## src/rtl/tcdm_bank_rr_arbiter.sv

```systemverilog
// tcdm_bank_rr_arbiter: round-robin arbiter sharing one single-ported TCDM bank among NumReq requesters.
module tcdm_bank_rr_arbiter #(
   parameter int NumReq    = 4,
   parameter int BankSize  = 256,
   parameter int DataWidth = 32,
   parameter int AddrWidth = 32,
   parameter int BeWidth   = DataWidth / 8,
   parameter int IdWidth   = 1,
   parameter int CntWidth  = 16
) (
   input  logic                          clk_i,
   input  logic                          rst_ni,
   input  logic [NumReq-1:0]             req_i,
   input  logic [NumReq*AddrWidth-1:0]   add_i,
   input  logic [NumReq-1:0]             wen_i,
   input  logic [NumReq*DataWidth-1:0]   data_i,
   input  logic [NumReq*BeWidth-1:0]     be_i,
   input  logic [NumReq*IdWidth-1:0]     id_i,
   output logic [NumReq-1:0]             gnt_o,
   output logic [NumReq-1:0]             r_valid_o,
   output logic [DataWidth-1:0]          r_data_o,
   output logic [NumReq*IdWidth-1:0]     r_id_o,
   output logic                          mem_req_o,
   output logic                          mem_we_o,
   output logic [$clog2(BankSize)-1:0]   mem_addr_o,
   output logic [DataWidth-1:0]          mem_wdata_o,
   output logic [BeWidth-1:0]            mem_be_o,
   input  logic [DataWidth-1:0]          mem_rdata_i,
   input  logic                          cnt_clr_i,
   output logic [CntWidth-1:0]           conflict_cnt_o
);
   localparam int Pw = $clog2(NumReq);
   localparam int Aw = $clog2(BankSize);
   logic [Pw-1:0]       ptr_q, ptr_d, win, win_q;
   logic [IdWidth-1:0]  id_q;
   logic                valid_q, any, conflict;
   logic [CntWidth-1:0] cnt_q, cnt_d;
   logic                unused_add;
   assign unused_add = ^add_i;
   // win stays 0 when nobody requests, so idle bank fields come from requester 0
   always_comb begin
      win = '0;
      for (int o = NumReq - 1; o >= 0; o--) begin
         if (req_i[(int'(ptr_q) + o) % NumReq]) win = Pw'((int'(ptr_q) + o) % NumReq);
      end
   end
   assign any         = |req_i;
   assign conflict    = $countones(req_i) >= 2;
   assign gnt_o       = any ? (NumReq'(1) << win) : '0;
   assign mem_req_o   = any;
   assign mem_we_o    = ~wen_i[win];
   assign mem_addr_o  = add_i[int'(win)*AddrWidth+2 +: Aw];
   assign mem_wdata_o = data_i[int'(win)*DataWidth +: DataWidth];
   assign mem_be_o    = be_i[int'(win)*BeWidth +: BeWidth];
   assign ptr_d       = !any ? ptr_q : (win == Pw'(NumReq - 1)) ? '0 : win + Pw'(1);
   assign cnt_d       = cnt_clr_i ? '0 : (conflict && cnt_q != '1) ? cnt_q + CntWidth'(1) : cnt_q;
   assign r_valid_o   = valid_q ? (NumReq'(1) << win_q) : '0;
   assign r_data_o    = mem_rdata_i;
   assign conflict_cnt_o = cnt_q;
   always_comb begin
      r_id_o = '0;
      if (valid_q) r_id_o[int'(win_q)*IdWidth +: IdWidth] = id_q;
   end
   always_ff @(posedge clk_i or negedge rst_ni) begin
      if (!rst_ni) begin
         ptr_q   <= '0;
         win_q   <= '0;
         id_q    <= '0;
         valid_q <= 1'b0;
         cnt_q   <= '0;
      end else begin
         ptr_q   <= ptr_d;
         win_q   <= win;
         id_q    <= id_i[int'(win)*IdWidth +: IdWidth];
         valid_q <= any;
         cnt_q   <= cnt_d;
      end
   end
endmodule

```

## config.mk

```make
export PLATFORM = sky130hd
export DESIGN_NAME = tcdm_bank_rr_arbiter
export DESIGN_NICKNAME = d
export VERILOG_FILES = /design/src/rtl/tcdm_bank_rr_arbiter.sv
export SDC_FILE = /design/constraint.sdc
export NUM_CORES = 1
export LEC_CHECK = 0
export ABC_AREA = 1
export CAP_MARGIN = 20
export CORE_AREA = 2 2 166 168
export DETAILED_ROUTE_END_ITERATION = 10
export DIE_AREA = 0 0 168 170
export PLACE_DENSITY_LB_ADDON = 0.25
export SLEW_MARGIN = 40
export SYNTH_ARGS = -nofsm -noshare
export SYNTH_HDL_FRONTEND = slang
export SYNTH_SLANG_ARGS = --single-unit
export TNS_END_PERCENT = 5
```

## constraint.sdc

```tcl
create_clock -name clk_i -period 2.4 [get_ports clk_i]
set_input_delay 0.36 -clock clk_i [delete_from_list [all_inputs] [get_ports clk_i]]
set_output_delay 0.36 -clock clk_i [all_outputs]
set_load 0.005 [all_outputs]
```

==> results of run 1 <==
[per-layer routing]
layer / track usage [%] / share of wire (%) / up-vias
met5: 0 / 0.13 / -
met4: 2.19 / 1.1 / 4
met3: 3.40 / 7.0 / 18
met2: 25.0 / 49 / 205
met1: 16.6 / 43 / 2489
li1: - / - / 2836
[cell families (layout without fill, tap and decap cells)]
logic type / Yosys count / after routing / synth area share [%]
flip-flops: 22 / 22 / 13.4
AO/OA/AOI/OAI: 5 / 5 / 1.00
buffers and inverters: 239 / 516 / 27.1
XOR/XNOR: 11 / 11 / 2.34
adder cells (fa/ha/maj): 8 / 8 / 2.62
other: 0 / 1 / 0
AND/OR/NAND/NOR: 469 / 469 / 53.6
[flip-flops by register name, indices dropped and copies added, names as in the netlist]
register        flops
conflict_cnt_o     16
ptr_q               2
win_q               2
id_q                1
valid_q             1
[worst register-to-register path: stages, from the launching register on]
cell and delay (ns):
dfrtp_2 0.48, inv_4 0.12, nand2_1 0.05, nand2_1 0.07, nand2_1 0.09, nand3_4 0.13
nand2_4 0.07, nand2_8 0.10, nand2_8 0.08, buf_6 0.14, buf_8 0.13, buf_16 0.14
nand2_1 0.06, nand3_1 0.06, nand2_1 0.11
[synth_stat cells]
cell type	n	area, µm²
a31oi_4	1	21.3
buf_1	1	3.75
buf_2	27	135
buf_4	42	315
buf_6	3	33.8
clkbuf_1	3	11.3
dfrtp_1	22	551
fa_1	1	20.0
ha_1	7	87.6
inv_1	158	593
inv_2	4	15.0
inv_4	1	6.26
nand2_1	227	852
nand2_2	2	12.5
nand3_1	160	801
nand3b_1	49	368
nand4_1	5	31.3
nor2_1	14	52.6
nor2_2	1	6.26
nor2_4	1	11.3
nor3_1	4	20.0
nor3_4	1	16.3
nor4_1	3	18.8
o21ai_0	2	10.0
o21ai_1	2	10.0
or2_2	2	12.5
xnor2_1	1	8.76
xor2_1	10	87.6
[what timing repair did]
| item | in CTS | in global routing |
|---|---|---|
| setup endpoints to repair | 50 | 50 |
| gates cloned | 10 | 0 |
| endpoints found under the hold margin | 0 | 0 |
| gates resized for setup | 264 | 19 |
| pin swaps | 57 | 8 |
| buffers inserted | 28 | 1 |
[layout make-up]
type,instances,area (µm²),share of cell area (%)
clock buffer,3,75.1,0.950
multi-input combinational,493,2670,33.8
inverter,163,617,7.80
sequential,22,553,7.00
tap,341,427,5.40
timing repair buffer,350,3560,45.0
antenna,1,2.50,0.0317
[final timing paths]
check / slack, ns / end / cells past startpoint
min: 0.47 / valid_q / 2
max in group asynchronous: 1.68 / ptr_q[1] / 2
min reg2reg: 0.57 / conflict_cnt_o[15] / 2
min in group clk_i: 0.57 / conflict_cnt_o[15] / 2
max: -0.17 / mem_addr_o[5] / 14
max reg2reg: 0.50 / id_q / 14
[power by group]
part	switching (µW)	internal (µW)	total (µW)
clock network	132	220	352
logic	5610	5520	11100
registers	83.3	430	514
total	5830	6170	12000
[metrics by stage]
step,std cells,power [µW],setup TNS (ns)
floorplan,754,5000,0
global placement,1332,10100,-30.95
detailed placement,1332,10000,-31.80
CTS,1371,12100,-6.77
global route,1373,13100,-11.83
finish,1373,12000,-4.71
==> flow_summary.yaml, run 1 <==
placement:
  port_buffers: 264
  gp_congestion: 0.877
  hpwl_mm: 15.2
  place_area_um2: 7220
  dpl_worst_slack_ns: -0.661
job:
  cap_violations: 0
clock_network:
  numCtsBuffers: 3
  clk_pin_slew_worst_paths_ns: 0.06
  ctsLongestPathBuffers: 2
  clk_latency_ns: 0.25
  cts.sinks: 22
  cts-root-buf: "clkbuf_16"
  htreeDepth: 1
  cts_tree: "yes"
  holdBufCountCts: 0
floorplanning:
  start_util_pct: 15.4
  rows: 60
  die_h_um: 170
  die-width_um: 168
  die-area_um2: 28600
  io_pins: 425
  core_um2: 26700
pwr:
  powerDensity_nw_per_um2: 1520
  power.leakage_uw: 0.00411
  vdd_drop_max_uv: 492
sta:
  rsz0062_at_grt: "yes"
  worst_slack_ns: -0.171
  max_freq_mhz: 389
  period_share_pct: 107
  hold_viol_final: 0
  max_slew.worst_pin.slew_ns: 0.486
  slew_violations: 0
  finalSetupViolCount: 47
  fin_crit_ns: 2.57
  fin_worst_hold_slack_ns: 0.468
  relSlewSlack_pct: 67.5
  finClkSkew_ns: 0.00319
layout:
  most-common-layout-cells: "clkdlybuf4s50_1 (211), nand2_1 (205), inv_1 (155)"
  final_util_pct: 29.7
  finalInstanceArea_um2: 7900
  nFillCells: 2941
  drive_gt1_share_pct: 19.1
  final_common_cell: "clkdlybuf4s50_1"
  finalNetCount: 1360
  layout-area-overhead-vs-synth_pct: 92.2
logic_synthesis:
  synth.avg_cell_area_um2: 5.45
  synth_cells: 754
  yosysSeqAreaShare_pct: 13.4
  synth-seq-cells: 22
  synthesis.area_um2: 4110
  yosysUniqueCellTypes: 28
  syn_nets: 1081
  ys_warn_count: 0
global_routing:
  grt_max_degree: 26
  gr-usage-all-layers_pct: 13.7
  overflow: 0
  grt_antenna_before_repair: 3
  first_global_vias: 5611
  grt_first_pass_wirelength_mm: 30.9
run_status:
  violations: "setup timing"
  status: "complete, but fails checks"
route:
  drc: 0
  drt-pass1-iter-count: 5
  drt_iter0_markers: 222
  routed_wl_mm: 20.4
  wire_per_inst_um: 14.9
  vias: 5552
  postRouteAntennaNets: 0
  vias_per_cell: 4.04
setup_path:
  crit_path_start: "ptr_q[0]"
  r2r-start: "ptr_q[0]"
  critPathKind: "reg -> out"
  crit_fanout: 8
  worstPathCellList: "inv_4, nand2_1, nand2_1, nand2_1, nand3_4, nand3_4, buf_12, buf_8, buf_6, buf_6, nand3b_1, nand3_2, nand2_1, buf_2"
  end_kind: "primary output"
  critPathTopFamily: "buffers and inverters"
  path_common_cell: "nand2_1"
  max_stage_delay_ns: 0.48
  slowest_stage: "dfrtp_2"
  cp.arrival_ns: 2.21
  cp_data_required_time_ns: 2.04
  start_kind: "flop"
  crit_buf_inv: 6
hold_path:
  hold_path_class: "in -> async"
(Power assumes the default switching activity.)
==> run 2: changes to the inputs <==
CTS_CLUSTER_DIAMETER = 120   (was default)
==> results of run 2 <==
Same layout as run 1: the final DEF is identical, and so are final timing and power.
